File: src/rtl/alu_issue_pkg.sv
// Shared ALU op codes and RV32I major opcodes for the execute-stage issue block.
package alu_issue_pkg;

  typedef enum logic [4:0] {
    AluAdd  = 5'd0,
    AluSub  = 5'd1,
    AluAnd  = 5'd2,
    AluOr   = 5'd3,
    AluXor  = 5'd4,
    AluPas  = 5'd5,
    AluLt   = 5'd6,
    AluLtu  = 5'd7,
    AluGe   = 5'd8,
    AluGeu  = 5'd9,
    AluEq   = 5'd10,
    AluNe   = 5'd11
  } alu_op_e;

  localparam logic [6:0] OpcOp     = 7'b0110011;
  localparam logic [6:0] OpcOpImm  = 7'b0010011;
  localparam logic [6:0] OpcLui    = 7'b0110111;
  localparam logic [6:0] OpcAuipc  = 7'b0010111;
  localparam logic [6:0] OpcBranch = 7'b1100011;
  localparam logic [6:0] OpcLoad   = 7'b0000011;
  localparam logic [6:0] OpcStore  = 7'b0100011;
  localparam logic [6:0] OpcJal    = 7'b1101111;
  localparam logic [6:0] OpcJalr   = 7'b1100111;

endpackage

File: src/rtl/alu_issue_if.sv
// Issue handshake bundle: upstream instruction channel and downstream ALU-input channel.
interface alu_issue_if #(
  parameter int unsigned XLEN = 32
);
  logic            in_valid;
  logic            in_ready;
  logic [31:0]     in_instr;
  logic [XLEN-1:0] in_pc;
  logic [XLEN-1:0] in_rs1;
  logic [XLEN-1:0] in_rs2;
  logic            out_valid;
  logic            out_ready;
  logic [XLEN-1:0] alu_a;
  logic [XLEN-1:0] alu_b;
  logic [4:0]      alu_op;
  logic [4:0]      rd;
  logic            is_branch;
  logic            illegal;

  // Environment side: feeds instructions and consumes ALU inputs.
  modport master (
    output in_valid, in_instr, in_pc, in_rs1, in_rs2, out_ready,
    input  in_ready, out_valid, alu_a, alu_b, alu_op, rd, is_branch, illegal
  );

  modport slave (
    input  in_valid, in_instr, in_pc, in_rs1, in_rs2, out_ready,
    output in_ready, out_valid, alu_a, alu_b, alu_op, rd, is_branch, illegal
  );
endinterface

File: src/rtl/alu_op_decode.sv
// Combinational RV32I decode to ALU op code and operand selection.
module alu_op_decode
  import alu_issue_pkg::*;
#(
  parameter int unsigned XLEN = 32
) (
  input  logic [31:0]     instr,
  input  logic [XLEN-1:0] pc,
  input  logic [XLEN-1:0] rs1,
  input  logic [XLEN-1:0] rs2,
  output logic [XLEN-1:0] alu_a,
  output logic [XLEN-1:0] alu_b,
  output alu_op_e         alu_op,
  output logic [4:0]      rd,
  output logic            is_branch,
  output logic            illegal
);

  logic [6:0]      opcode;
  logic [2:0]      f3;
  logic [6:0]      f7;
  logic [XLEN-1:0] imm_i;
  logic [XLEN-1:0] imm_s;
  logic [XLEN-1:0] imm_u;

  assign opcode = instr[6:0];
  assign f3     = instr[14:12];
  assign f7     = instr[31:25];
  assign rd     = instr[11:7];

  assign imm_i = XLEN'($signed(instr[31:20]));
  assign imm_s = XLEN'($signed({instr[31:25], instr[11:7]}));
  assign imm_u = XLEN'($signed({instr[31:12], 12'b0}));

  always_comb begin
    alu_a     = '0;
    alu_b     = '0;
    alu_op    = AluAdd;
    is_branch = 1'b0;
    illegal   = 1'b0;
    case (opcode)
      OpcOpImm: begin
        alu_a = rs1;
        alu_b = imm_i;
        case (f3)
          3'b000:  alu_op = AluAdd;
          3'b100:  alu_op = AluXor;
          3'b110:  alu_op = AluOr;
          3'b111:  alu_op = AluAnd;
          3'b010:  alu_op = AluLt;
          3'b011:  alu_op = AluLtu;
          default: illegal = 1'b1;
        endcase
      end
      OpcOp: begin
        alu_a = rs1;
        alu_b = rs2;
        if (f7 == 7'b0000000) begin
          case (f3)
            3'b000:  alu_op = AluAdd;
            3'b100:  alu_op = AluXor;
            3'b110:  alu_op = AluOr;
            3'b111:  alu_op = AluAnd;
            3'b010:  alu_op = AluLt;
            3'b011:  alu_op = AluLtu;
            default: illegal = 1'b1;
          endcase
        end else if (f7 == 7'b0100000 && f3 == 3'b000) begin
          alu_op = AluSub;
        end else begin
          illegal = 1'b1;
        end
      end
      OpcLui: begin
        alu_op = AluPas;
        alu_b  = imm_u;
      end
      OpcAuipc: begin
        alu_a = pc;
        alu_b = imm_u;
      end
      OpcBranch: begin
        alu_a     = rs1;
        alu_b     = rs2;
        is_branch = 1'b1;
        case (f3)
          3'b000:  alu_op = AluEq;
          3'b001:  alu_op = AluNe;
          3'b100:  alu_op = AluLt;
          3'b101:  alu_op = AluGe;
          3'b110:  alu_op = AluLtu;
          3'b111:  alu_op = AluGeu;
          default: illegal = 1'b1;
        endcase
      end
      OpcLoad: begin
        alu_a = rs1;
        alu_b = imm_i;
      end
      OpcStore: begin
        alu_a = rs1;
        alu_b = imm_s;
      end
      OpcJal, OpcJalr: begin
        // ALU produces the link value pc+4.
        alu_a = pc;
        alu_b = XLEN'(4);
      end
      default: illegal = 1'b1;
    endcase

    if (illegal) begin
      alu_a     = '0;
      alu_b     = '0;
      alu_op    = AluAdd;
      is_branch = 1'b0;
    end
  end

endmodule

File: src/rtl/alu_issue.sv
// Execute-stage issue: decodes at the input, then a registered output stage backed by one
// skid entry so in_ready can come straight from a flop.
module alu_issue
  import alu_issue_pkg::*;
#(
  parameter int unsigned XLEN = 32
) (
  input  logic        clk,
  input  logic        rst_n,
  input  logic        flush,
  alu_issue_if.slave  bus
);

  typedef struct packed {
    logic [XLEN-1:0] a;
    logic [XLEN-1:0] b;
    alu_op_e         op;
    logic [4:0]      rd;
    logic            is_branch;
    logic            illegal;
  } dec_t;

  localparam dec_t DecReset = '{
    a: '0, b: '0, op: AluAdd, rd: '0, is_branch: 1'b0, illegal: 1'b0
  };

  logic [XLEN-1:0] dec_a;
  logic [XLEN-1:0] dec_b;
  alu_op_e         dec_op;
  logic [4:0]      dec_rd;
  logic            dec_is_branch;
  logic            dec_illegal;
  dec_t            dec;

  dec_t out_q, out_d;
  dec_t skid_q, skid_d;
  logic out_valid_q, out_valid_d;
  logic skid_valid_q, skid_valid_d;
  logic in_ready_q, in_ready_d;
  logic accept;
  logic out_load;

  alu_op_decode #(
    .XLEN (XLEN)
  ) u_decode (
    .instr     (bus.in_instr),
    .pc        (bus.in_pc),
    .rs1       (bus.in_rs1),
    .rs2       (bus.in_rs2),
    .alu_a     (dec_a),
    .alu_b     (dec_b),
    .alu_op    (dec_op),
    .rd        (dec_rd),
    .is_branch (dec_is_branch),
    .illegal   (dec_illegal)
  );

  assign dec = '{
    a: dec_a, b: dec_b, op: dec_op, rd: dec_rd, is_branch: dec_is_branch, illegal: dec_illegal
  };

  assign accept   = bus.in_valid & in_ready_q;
  assign out_load = ~out_valid_q | bus.out_ready;

  always_comb begin
    out_d        = out_q;
    skid_d       = skid_q;
    out_valid_d  = out_valid_q;
    skid_valid_d = skid_valid_q;
    if (flush) begin
      out_valid_d  = 1'b0;
      skid_valid_d = 1'b0;
    end else if (out_load) begin
      // in_ready is low whenever the skid is full, so accept and skid_valid_q never coincide.
      if (skid_valid_q) begin
        out_d        = skid_q;
        out_valid_d  = 1'b1;
        skid_valid_d = 1'b0;
      end else if (accept) begin
        out_d       = dec;
        out_valid_d = 1'b1;
      end else begin
        out_valid_d = 1'b0;
      end
    end else if (accept) begin
      skid_d       = dec;
      skid_valid_d = 1'b1;
    end
    in_ready_d = ~skid_valid_d;
  end

  always_ff @(posedge clk or negedge rst_n) begin
    if (!rst_n) begin
      out_q        <= DecReset;
      skid_q       <= DecReset;
      out_valid_q  <= 1'b0;
      skid_valid_q <= 1'b0;
      in_ready_q   <= 1'b1;
    end else begin
      out_q        <= out_d;
      skid_q       <= skid_d;
      out_valid_q  <= out_valid_d;
      skid_valid_q <= skid_valid_d;
      in_ready_q   <= in_ready_d;
    end
  end

  assign bus.in_ready  = in_ready_q;
  assign bus.out_valid = out_valid_q;
  assign bus.alu_a     = out_q.a;
  assign bus.alu_b     = out_q.b;
  assign bus.alu_op    = out_q.op;
  assign bus.rd        = out_q.rd;
  assign bus.is_branch = out_q.is_branch;
  assign bus.illegal   = out_q.illegal;

endmodule

File: src/flat_wrapper.sv
// flat-port wrapper written by rule: the top's interface ports become plain ports
module alu_issue_flat import alu_issue_pkg::*;
#(
  parameter int unsigned XLEN = 32
)
  (clk, rst_n, flush, bus_in_valid, bus_in_instr, bus_in_pc, bus_in_rs1, bus_in_rs2, bus_out_ready, bus_in_ready, bus_out_valid, bus_alu_a, bus_alu_b, bus_alu_op, bus_rd, bus_is_branch, bus_illegal);
  alu_issue_if #(.XLEN(XLEN)) bus_i ();
  input  logic clk;
  input  logic rst_n;
  input  logic flush;
  input wire logic [$bits(bus_i.in_valid)-1:0] bus_in_valid;
  input wire logic [$bits(bus_i.in_instr)-1:0] bus_in_instr;
  input wire logic [$bits(bus_i.in_pc)-1:0] bus_in_pc;
  input wire logic [$bits(bus_i.in_rs1)-1:0] bus_in_rs1;
  input wire logic [$bits(bus_i.in_rs2)-1:0] bus_in_rs2;
  input wire logic [$bits(bus_i.out_ready)-1:0] bus_out_ready;
  output wire logic [$bits(bus_i.in_ready)-1:0] bus_in_ready;
  output wire logic [$bits(bus_i.out_valid)-1:0] bus_out_valid;
  output wire logic [$bits(bus_i.alu_a)-1:0] bus_alu_a;
  output wire logic [$bits(bus_i.alu_b)-1:0] bus_alu_b;
  output wire logic [$bits(bus_i.alu_op)-1:0] bus_alu_op;
  output wire logic [$bits(bus_i.rd)-1:0] bus_rd;
  output wire logic [$bits(bus_i.is_branch)-1:0] bus_is_branch;
  output wire logic [$bits(bus_i.illegal)-1:0] bus_illegal;
  assign bus_i.in_valid = bus_in_valid;
  assign bus_i.in_instr = bus_in_instr;
  assign bus_i.in_pc = bus_in_pc;
  assign bus_i.in_rs1 = bus_in_rs1;
  assign bus_i.in_rs2 = bus_in_rs2;
  assign bus_i.out_ready = bus_out_ready;
  assign bus_in_ready = bus_i.in_ready;
  assign bus_out_valid = bus_i.out_valid;
  assign bus_alu_a = bus_i.alu_a;
  assign bus_alu_b = bus_i.alu_b;
  assign bus_alu_op = bus_i.alu_op;
  assign bus_rd = bus_i.rd;
  assign bus_is_branch = bus_i.is_branch;
  assign bus_illegal = bus_i.illegal;
  alu_issue #(.XLEN(XLEN)) u_core (.clk(clk), .rst_n(rst_n), .flush(flush), .bus(bus_i));
endmodule
File: config.mk
export PLATFORM = sky130hd
export DESIGN_NAME = alu_issue_flat
export DESIGN_NICKNAME = d
export VERILOG_FILES = /design/src/rtl/alu_issue_pkg.sv /design/src/rtl/alu_issue_if.sv /design/src/rtl/alu_op_decode.sv /design/src/rtl/alu_issue.sv /design/src/flat_wrapper.sv
export SDC_FILE = /design/constraint.sdc
export NUM_CORES = 1
export LEC_CHECK = 0
export ABC_AREA = 0
export CORE_MARGIN = 2
export CORE_UTILIZATION = 48
export CTS_CLUSTER_DIAMETER = 100
export DETAILED_ROUTE_END_ITERATION = 10
export HOLD_SLACK_MARGIN = 0.15
export PLACE_DENSITY_LB_ADDON = 0.25
export SLEW_MARGIN = 20
export SYNTH_ARGS = -nofsm -noshare
export SYNTH_HDL_FRONTEND = slang
export SYNTH_SLANG_ARGS = --single-unit
export TNS_END_PERCENT = 50
File: constraint.sdc
create_clock -name clk -period 2.6 [get_ports clk]
set_input_delay 0.52 -clock clk [delete_from_list [all_inputs] [get_ports clk]]
set_output_delay 0.52 -clock clk [all_outputs]
set_load 0.02 [all_outputs]
; Word-level counts from Yosys, hierarchy flattened
; Index checks and enable logic that the tools add are counted.
[totals]
regBits = 155
latch_bits = 0
n_memories = 0
in_bits = 133
romBits = 0
ram_bits = 0
[classes]
n_eq_ne = 17
shifts = 0
order_cmp = 0
multipliers = 0
bitwise_logic = 6
reduce_logical = 16
div_mod_pow = 0
addsub = 0
n_mux = 26
[ops]
columns = operator, n
row1 = 32-bit one-hot mux with 5 select lines, 1
row2 = 76-bit 2-to-1 mux, 2
row3 = 32-bit 2-to-1 mux, 2
row4 = 32-bit one-hot mux with 2 select lines, 1
row5 = "7-bit by 6-bit equality test with 1-bit output, second input constant", 4
row6 = 4-bit one-hot mux with 6 select lines, 1
row7 = "7-bit equality test, second input constant", 3
row8 = 5-bit one-hot mux with 4 select lines, 1
row9 = 6-bit OR reduction, 3
row10 = 3-bit one-hot mux with 5 select lines, 1
row11 = "7-bit by 5-bit equality test with 1-bit output, second input constant", 2
row12 = 1-bit 2-to-1 mux, 14
row13 = "3-bit equality test, second input constant", 4
row14 = 5-bit 2-to-1 mux, 2
row15 = 2-bit OR reduction, 4
row16 = "7-bit by 2-bit equality test with 1-bit output, second input constant", 1
row17 = 7-bit logical NOT, 1
row18 = "3-bit by 2-bit equality test with 1-bit output, second input constant", 2
row19 = 3-bit AND reduction, 2
row20 = 5-bit OR reduction, 1
row21 = 1-bit NOT, 4
row22 = 1-bit one-hot mux with 4 select lines, 1
row23 = 2-bit nonzero test, 2
row24 = "3-bit by 1-bit equality test with 1-bit output, second input constant", 1
row25 = 5 further kinds, 5

; Longest topological paths before layout
; Gate-level depths: netlist of the first run.
[logic_depth]
word_depth = 8
mapped_depth = 9
ltp_nobuf = 5

; Cells and area by module
; Synthesis of the first run repeated with hierarchy kept, for this count alone.
[hier_totals]
cells_unflattened = 682
hier_area_um2 = 8623.3
[by_module_without_submodules]
columns = mod, cells_per_inst, area_each_um2, seq_area_each_um2, n_inst
row1 = alu_issue, 418, 6749.0, 3880.0, 1
row2 = alu_op_decode, 264, 1874.3, 0.0, 1

; Least setup slack after synthesis of the first run
; Ideal clock, no wire load.
[synth_path]
path_type = input -> register
from = in bus_in_instr[5]
to = reg u_core.skid_q[0] in the netlist's numbering
arrival_time_ns = 1.913
setup_time_ns = 0.119
n_path_buf = 3
cell_stages = 8
slack_ns = 0.568
path_cell_list = buf_4 -> nand2b_1 -> a211o_1 -> a32oi_4 -> nand4b_2 -> buf_4 -> buf_6 -> o21a_1
[synth_between]
elab_chain_cells = 3
elab_cells_between_ends = 11
cone_classes = eq/ne (9) / mux (1) / reduce/logical (1)
[synth_lines]
columns = element, line_no
row1 = "start, declared", flat_wrapper.sv:12  ; input wire logic [$bits(bus_i.in_instr)-1:0] bus_in_instr;
row2 = "7-bit equality test, or another cell as far along", alu_op_decode.sv:41  ; case (opcode)
row3 = 6-bit OR reduction (no source line), n/a
row4 = 1-bit one-hot mux with 4 select lines *, alu_op_decode.sv:41
row5 = "end signal, assigned", alu_issue.sv:95  ; skid_q <= DecReset;
row6 = "end signal, assigned", alu_issue.sv:101  ; skid_q <= skid_d;
row7 = "end, declared", alu_issue.sv:36  ; dec_t skid_q, skid_d;
; Every way passes the cells marked *; elsewhere a longest branch is shown, timed or not.
; A chain may end at the register's enable or synchronous reset.

; Worst setup path after layout of the first run
[layout_path]
from = in bus_in_instr[26]
to = reg u_core.skid_q[17] in the netlist's numbering
[layout_between]
elab_chain_cells = 6
elab_cells_between_ends = 7
cone_classes = eq/ne (1) / mux (4) / reduce/logical (2)
[layout_lines]
columns = element, line_no
row1 = 7-bit by 6-bit equality test with 1-bit output, alu_op_decode.sv:68  ; end else if (f7 == 7'b0100000 && f3 == 3'b000) begin
row2 = 1-bit logical AND, alu_op_decode.sv:68
row3 = 1-bit 2-to-1 mux, alu_op_decode.sv:68
row4 = 1-bit 2-to-1 mux *, alu_op_decode.sv:58  ; if (f7 == 7'b0000000) begin
row5 = 1-bit one-hot mux with 4 select lines *, alu_op_decode.sv:41
row6 = 32-bit 2-to-1 mux *, alu_op_decode.sv:112  ; if (illegal) begin
; Marks and branches as above.

==> metrics, run 1 <==
area fraction of the dominant cell type after synthesis 52.5%; Clock power frac 38.5%; Tot GR Track Use 28.2%; Slew @ Worst Pin 0.945 ns; Initial DRC Count 686; Core Area 14600 µm²; Max stage delay on crit path 0.51 ns; Worst VDD drop 509 µV; CTS tree yes; sequential share of power 40.0%; syn avg cell area 9.38 µm²; initial antenna violation count 0; Critical Path, Cell by Cell clkdlybuf4s50_1 > nor4_2 > buf_4 > a31o_2 > a41oi_2 > buf_4 > nand4_1 > o21ai_0; register-to-register setup slack 0.51 ns; crit end category flip-flop; unique cell type count in the Yosys netlist 55; sw frac 27.4%; Initial Util 49.4%; chip width 127 µm; total wire length 22.5 mm; first-pass GRT wire length 36.1 mm; main combinational cell family by area after synthesis compound AO/OA/AOI/OAI gates; Worst-path clk slew 0.06 ns; synth top area cells dfrtp_1, o22ai_1, a21oi_1; post-synthesis xor/xnor area fraction 0.242%; compound-gate portion of the synthesized area 27.4%; Area Overhead vs Synth 46.1%; Critical Path AT 2.54 ns; number of buffers and inverters on the critical path 3; endpoints failing setup 0; final hold slack 0.477 ns; dpl hpwl 14.8 mm; P_int 4.94 mW; gpl congestion 0.877; Leakage 4.32 nW; Clock Path Buffers 2; Max Cap Violations 0; wire per inst 18.9 µm; Inserted Clock Buffers 17; DIE AREA 16100 µm²; Slew HR 37.0%; delay-heaviest family, CP compound AO/OA/AOI/OAI gates; vias per cell 5.92; Final Cycle Share 85.3%; drt first pass iters 5; Worst-Skew Late Latency 0.43 ns; Post-synth ARST share 100%; f_max 451 MHz; Critical Path Fanout Max 6; Synth Area in Simple Gates 14.0%; Synth Flop Type dfrtp_1; Post-synth EDFFs 0; pin count of the biggest net entering global routing 80; CP max-delay cell clkdlybuf4s50_1; Hold Path Class reg -> reg; DRC errors left 0; ANT cells 0; final core utilization 72.2%; Root Driver clkbuf_16; Post-Syn Nets 905; Cell Area, Synth 7240 µm²; status complete, no violations; Hold Fails Final Rpt 0; Crit Path Category in -> reg; via count 7045; layout cell share with drive strength beyond 1 12.5%; cell repeated most along the worst path buf_4; # H-tree levels 4; nets@finish 1127; register area share after synthesis 52.9%; Synth area leader dfrtp_1; Worst Skew 0.00467 ns; vias in the first global route 6769; Net Sw Power 1.86 mW; pwr/cell area 643 nW/µm²; setup repair bufs after CTS 0; CP required 2.92 ns; critical path launch point type input pin; # clock sinks 153; post-synthesis cell count 772; Slew Limit Fails 0; Gate power share 21.5%; Tmin final 2.22 ns; RSZ-0062 raised after global routing false; I/O Buffers 209; die extent in y 127 µm; Post-Synth Adder-Cell Area 0%; I/O Pins 211; post-route ant nets 0; post-synthesis register bit count 153; GRT Residual Overflow 0; Yosys warnings 0; site row count 44; Tot Pwr 6.80 mW; mux contribution to synthesized area 0.830%
-- metrics by stage --
step	setup WS (ns)	cell area, µm²	instances	setup TNS, ns
3_3_place_gp	0.0528	9940	1158	0
2_1_floorplan	0.568	7240	772	0
3_5_place_dp	-0.0336	9940	1158	-0.0336
6_report	0.382	10600	1191	0
5_1_grt	0.300	10600	1191	0
4_1_cts	0.396	10600	1191	0
-- sequential cells by signal, summed over array words and instances (netlist names), 4 cells and up --
| name | count |
|---|---|
| u_core.skid_q | 75 |
| u_core.bus.alu_a | 32 |
| u_core.bus.alu_b | 32 |
| u_core.bus.rd | 5 |
| u_core.bus.alu_op | 4 |
-- metal layers --
layer	vias to the layer above	global-route usage (%)	routed length [µm]
li1	3274	-	-
met1	3426	38.0	9510
met2	315	45.3	10800
met3	30	6.83	1700
met4	0	9.24	447
met5	-	0	0
-- cells by family (layout without fill, tap and decap cells) --
family | count (synthesis) | count (layout)
AOI/OAI and AO/OA | 314 | 314
and+or+nand+nor | 221 | 221
DFF | 153 | 153
buffers and inverters | 75 | 310
muxes | 6 | 6
xor gates and xnor gates | 2 | 2
other | 1 | 1
-- cell usage in the layout, fill, tap and decap left out, drive strengths merged, types with 6 or more instances in the layout --
master / instances
a21oi: 80
a221oi: 21
a22oi: 44
buf: 64
clkbuf: 17
clkdlybuf4s50: 208
clkinv: 6
dfrtp: 152
inv: 6
mux2i: 6
nand2: 96
nand2b: 6
nor2: 74
nor2b: 9
nor3: 8
o21ai: 79
o22a: 6
o22ai: 65
-- synth_stat cells, types with 6 or more instances --
cell type / n
nand2b_1: 6
a22oi_1: 44
nand2_1: 96
o21ai_2: 9
o22ai_1: 65
o21ai_0: 70
a21oi_1: 80
mux2i_1: 6
clkbuf_1: 49
dfrtp_1: 152
nor2b_1: 8
nor2_1: 72
nor3_1: 6
o22a_1: 6
buf_2: 12
a221oi_1: 21
-- what timing repair did --
action                    in CTS  in global routing
hold buffers                   1                  0
resized for setup              0                  0
hold endpoints to repair      59                  0
-- path summary, 6_finish.rpt --
path,from,endpoint,cells past startpoint
min in group asynchronous,rst_n,u_core.bus.alu_b[19],2
worst max register to register,u_core.bus.in_ready,u_core.bus.alu_a[13],6
max in group asynchronous,rst_n,u_core.bus.in_ready,3
worst min-delay path,u_core.skid_q[7],u_core.skid_q[7],1
worst min register to register,u_core.skid_q[7],u_core.skid_q[7],1
worst max-delay path,bus_in_instr[26],u_core.skid_q[17],8
-- power groups by stage --
stage,clock [mW],sequential (mW),combinational (mW)
floorplan,0,2.98,0.399
global placement,0,2.76,1.44
detailed placement,0,2.76,1.45
CTS,2.64,2.72,1.46
global route,2.74,2.75,1.56
finish,2.62,2.72,1.46
-- worst reg2reg max path: stages (launching register included) --
cell	delay [ns]
dfstp_2	0.55
a21oi_1	0.07
or3_2	0.47
nor2_2	0.27
nand4b_4	0.22
buf_12	0.23
o22ai_1	0.20
-- area by class of cell --
| class | instances | area [µm²] |
|---|---|---|
| clock buffers | 17 | 425 |
| clock inverters | 15 | 200 |
| fillers | 1089 | 4070 |
| inverters | 5 | 18.8 |
| multi-input cells | 544 | 3120 |
| flip-flops and latches | 153 | 3830 |
| well taps | 184 | 230 |
| repair buffers | 273 | 2750 |
Note: power is estimated with default switching activity, not from simulation.
==> inputs of run 2 (changes only) <==
--- a/config.mk
+++ b/config.mk
@@ -5,9 +5,9 @@
 export SDC_FILE = /design/constraint.sdc
 export NUM_CORES = 1
 export LEC_CHECK = 0
-export ABC_AREA = 0
+export ABC_AREA = 1
 export CORE_MARGIN = 2
-export CORE_UTILIZATION = 48
+export CORE_UTILIZATION = 32
 export CTS_CLUSTER_DIAMETER = 100
 export DETAILED_ROUTE_END_ITERATION = 10
 export HOLD_SLACK_MARGIN = 0.15
==> run 2 against run 1 <==
Worst hold slack worse by 0.00061 ns. Global-route usage is 9.6 points lower. Sequential share of layout area is 2.0 points lower. First-iteration DRC count is 45% lower. Clock skew is 0.012 ns higher. Power is 13% lower. Core utilization is 27 points lower. Cell count is 42% higher.
==> metrics, run 2 <==
status complete, no violations; Fin Setup TNS 0 ns; Tot Pwr 5.93 mW; CTS tree yes; Synth area leader dfrtp_1; # clock sinks 153; Slew @ Worst Pin 0.828 ns; initial antenna violation count 1; Cell Area, Synth 8070 µm²; number of buffers and inverters on the critical path 1; endpoints failing setup 0; f_max 477 MHz; final core utilization 44.8%; Initial Util 32.3%; I/O Pins 211; Leakage 5.86 nW; GRT Residual Overflow 0; first-pass GRT wire length 39.1 mm; I/O Buffers 209; Largest register FFs 75; Worst Skew 0.0171 ns; wire per inst 14.5 µm; crit end category output pin; chip width 163 µm; layout cell share with drive strength beyond 1 6.77%; Worst-Skew Late Latency 0.43 ns; Hold Fails Final Rpt 0; area of placed instances 10600 µm²; CP max-delay cell clkdlybuf4s50_1; Synth Flop Type dfrtp_1; gpl congestion 0.824; CP required 2.08 ns; Critical Path AT 1.58 ns; Most flops, register u_core.skid_q; Post-Syn Nets 1298; Initial DRC Count 375; DIE AREA 26500 µm²; ANT cells 0; via count 7808; CTS resizes 0; Max Cap Violations 0; Worst VDD drop 359 µV; # H-tree levels 4; drt first pass iters 5; Tot GR Track Use 18.6%; Worst-path clk slew 0.06 ns; Area Overhead vs Synth 38.7%; unique cell type count in the Yosys netlist 31; post-route ant nets 0; Final Cycle Share 80.7%; syn avg cell area 6.93 µm²; Root Driver clkbuf_16; delay-heaviest family, CP buffers and inverters; dpl hpwl 16.9 mm; vias in the first global route 7380; pin count of the biggest net entering global routing 90; total wire length 24.5 mm; Crit Path Category reg -> out; area fraction of the dominant cell type after synthesis 47.1%; nets@finish 1479; site row count 58; commonest cells after routing, fill and taps aside nand2_1, clkdlybuf4s50_1, dfrtp_1; Post-synth EDFFs 0; DRC errors left 0; RSZ-0062 raised after global routing false; Critical Path, Cell by Cell clkdlybuf4s50_1; Core Area 25000 µm²; Yosys warnings 0; most frequent cells after synthesis nand2_1, dfrtp_1, nor2_1, o21ai_0, nand3_1; count leader, synth nand2_1; Hold Path Class reg -> reg; Slew HR 44.8%; Clock Path Buffers 2; Post-synth ARST share 100%; Slew Limit Fails 0; die extent in y 163 µm; post-synthesis register bit count 153; vias per cell 4.62; synth top area cells dfrtp_1, nand2_1, nor2_1; Max stage delay on crit path 0.64 ns; commonest non-fill, non-tap cell in the layout nand2_1; critical path launch point type flip-flop; Critical Path Fanout Max 2; post-synthesis cell count 1165; pwr/cell area 530 nW/µm²; Tmin final 2.10 ns; register area share after synthesis 47.5%; Inserted Clock Buffers 17; final instance area 11200 µm²
==> run 2: cell count changes after synthesis, moves of 21 or more <==
cell,previous run,this run
a21oi_1,80,28
a221oi_1,21,0
inv_1,4,46
o22ai_1,65,0
a22oi_1,44,0
nand3_1,4,54
o21ai_1,0,35
nand2_1,96,532
nor2_1,72,122
==> run 2: power by group <==
part | leakage (nW) | switching, mW | internal, mW
registers | 2.08 | 0.0677 | 2.51
logic | 3.51 | 0.498 | 0.472
clock network | 0.273 | 1.12 | 1.27
==> run 2: cells by family after synthesis <==
kind of cell	share of synthesized area (%)
AND/OR/NAND/NOR	36.6
other	0.0465
AO/OA/AOI/OAI	9.47
flip-flops	47.5
buffers and inverters	6.37
==> run 2: through the flow <==
| stage | hold slack (ns) | cells | worst slack [ns] |
|---|---|---|---|
| floorplan | 0.224 | 1165 | 0.851 |
| detailed placement | 0.464 | 1656 | 0.145 |
| finish | 0.476 | 1689 | 0.501 |
| global route | 0.494 | 1689 | 0.327 |
| global placement | 0.460 | 1656 | 0.193 |
| CTS | 0.483 | 1689 | 0.472 |
==> run 2: cell type report <==
cell class                      count  area [µm²]
Clock buffer                       18         429
Clock inverter                     14         129
Fill cell                        2552       13800
Inverter                           49         189
Multi-Input combinational cell    889        3740
Sequential cell                   153        3830
Tap cell                          330         413
Timing Repair Buffer              236        2460
==> run 2: worst paths after layout <==
kind / endpoint / slack [ns] / cells after the start / startpoint
min reg2reg: u_core.bus.alu_b[7] / 0.48 / 2 / u_core.bus.alu_b[7]
max reg2reg: u_core.bus.illegal / 0.53 / 7 / u_core.skid_valid_q
max in group asynchronous: u_core.bus.in_ready / 1.24 / 3 / rst_n
min in group asynchronous: u_core.bus.alu_b[30] / 0.64 / 2 / rst_n
min: u_core.bus.alu_b[7] / 0.48 / 2 / u_core.bus.alu_b[7]
max: bus_in_ready / 0.50 / 1 / u_core.bus.in_ready
==> run 2: repair_timing <==
action | CTS | global route
setup endpoints to repair | 0 | 0
hold endpoints to repair | 45 | 0
setup buffers | 0 | 0
hold buffers | 1 | 0
==> run 2: layer usage <==
metal	vias to the layer above	wire, µm	global-route usage (%)
met2	217	11400	29.9
met1	3579	10900	24.5
li1	3990	-	-
met3	22	1740	5.47
met5	-	0	0
met4	0	446	4.95
==> inputs of run 3 (changes only) <==
==> constraint.sdc (replaced) <==
create_clock -name clk -period 1.7 [get_ports clk]
set_input_delay 0.34 -clock clk [delete_from_list [all_inputs] [get_ports clk]]
set_output_delay 0.34 -clock clk [all_outputs]
set_load 0.02 [all_outputs]
==> run 3 against run 2 <==
Cell count up 4.1%. Sequential power up 53%. Critical path depth unchanged. Combinational power up 61%. Die area unchanged. Final area up 7.9%. Clock skew down 0.0029 ns. Sequential cell count unchanged. Worst setup slack worse by 0.45 ns. Non-clock buffer count up 69. Core utilization up 3.5 points. Clock power up 62%. Largest cell class is now multi-input gates.
==> metrics, run 3 (same netlist as run 2, synthesis figures left out) <==
status complete, no violations; wire per inst 14.6 µm; Initial DRC Count 471; CP max-delay cell dfstp_2; Core Area 25000 µm²; Gate power share 16.7%; final instance area 12100 µm²; Slew Limit Fails 0; Max Cap Violations 0; post-route ant nets 0; CTS tree yes; Worst-Skew Late Latency 0.42 ns; Most flops, register u_core.skid_q; number of buffers and inverters on the critical path 1; DRC errors left 0; Crit Path Category reg -> out; nets@finish 1548; I/O Pins 211; final hold slack 0.357 ns; met1 Use GR 26.2%; Leakage 6.70 nW; Largest register FFs 75; DIE AREA 26500 µm²; Net Sw Power 2.55 mW; pwr/cell area 775 nW/µm²; worst flop-to-flop path endpoint u_core.bus.alu_a[23]; sequential share of power 42.0%; Critical Path, Cell by Cell dlygate4sd2_1; delay-heaviest family, CP flip-flops; worst r2r src u_core.bus.in_ready; met3 Use GR 4.91%; Worst VDD drop 451 µV; total wire length 25.6 mm; RSZ-0062 raised after global routing true; Inserted Clock Buffers 17; Initial Util 32.3%; commonest cells after routing, fill and taps aside nand2_1, dfrtp_1, nor2_1, clkdlybuf4s50_1, dlygate4sd2_1; Tmin final 1.65 ns; Seq. cell area 3830 µm²; Tot GR Track Use 19.4%; Root Driver clkbuf_16; gpl congestion 0.851; cell count after placement 1708; area of placed instances 11100 µm²; Area Overhead vs Synth 49.6%; final core utilization 48.4%; # H-tree levels 4; endpoints failing setup 0; Critical Path Fanout Max 2; dpl hpwl 17.6 mm; sw frac 27.2%; ANT cells 0; met2 GRT Util 31.0%; I/O Buffers 209; via count 8130; Worst Skew 0.0141 ns; vias in the first global route 7523; crit end category output pin; path depth of the worst reg2reg path 9; chip width 163 µm; CP required 1.36 ns; area of the multi-input gates 3890 µm²; register-to-register setup slack 0.11 ns; critical path launch point type flip-flop; first-pass GRT wire length 40.2 mm; layout cell share with drive strength beyond 1 14.4%; Hold Fails Final Rpt 0; Worst-path clk slew 0.06 ns; Max stage delay on crit path 0.53 ns; commonest non-fill, non-tap cell in the layout nand2_1; P_int 6.81 mW; Clock Path Buffers 2; pin count of the biggest net entering global routing 51; GRT Residual Overflow 0; Critical Path AT 1.31 ns; Clock power frac 41.3%; initial antenna violation count 0; f_max 606 MHz; site row count 58; vias per cell 4.62; gr busiest metal met2; drt first pass iters 7; FILL cells 2480; # clock sinks 153; die extent in y 163 µm; Final Cycle Share 97.0%; Finished Layout Cells 1758; Hold Path Class in -> async
run 3: layer usage:
metal | vias up | part of all wire (%)
met5 | - | 0
met4 | 0 | 1.5
met3 | 23 | 6.3
met2 | 227 | 46
met1 | 3741 | 46
li1 | 4139 | -
run 3: area by class of cell:
cell class / count / share of cell area (%)
sequential: 153 / 31.7
timing repair buffer: 305 / 26.0
clock buffer: 18 / 3.64
inverter: 49 / 1.60
tap: 330 / 3.42
multi-input combinational: 889 / 32.3
clock inverter: 14 / 1.34
run 3: timing repair:
item | 4_1_cts | 5_1_grt
hold endpoints to repair | 152 | 0
pin swaps | 9 | 10
cloned | 6 | 1
hold buffers | 1 | 0
buffers inserted | 8 | 2
gates resized for setup | 132 | 41
endpoints found under the setup margin | 203 | 115
run 3: worst max path at each step:
stage / from / to / slack (ns) / depth (start not counted)
5_1_grt: u_core.bus.in_ready / u_core.bus.alu_a[8] / -0.06 / 9
2_1_floorplan: u_core.bus.in_ready / u_core.skid_q[43] / 0.01 / 7
3_5_place_dp: bus_in_instr[6] / u_core.skid_q[73] / -0.56 / 11
4_1_cts: u_core.bus.in_ready / bus_in_ready / 0.02 / 1
3_3_place_gp: bus_in_instr[2] / u_core.bus.alu_b[2] / -0.52 / 13
6_report: u_core.bus.in_ready / bus_in_ready / 0.05 / 1
run 3: metrics by stage:
stage	power [mW]	setup TNS, ns	setup slack [ns]
floorplan	4.63	0	0.0146
finish	9.35	0	0.0503
global route	9.81	-0.637	-0.0571
global placement	5.58	-63.01	-0.524
detailed placement	5.60	-68.15	-0.557
CTS	9.49	0	0.0172
run 3: power by group through the flow:
stage | registers (mW) | logic (mW) | clock network (mW)
finish | 3.93 | 1.56 | 3.87
global route | 3.95 | 1.71 | 4.15
CTS | 3.93 | 1.57 | 3.99
detailed placement | 4.00 | 1.59 | 0
global placement | 4.00 | 1.59 | 0
floorplan | 4.16 | 0.474 | 0
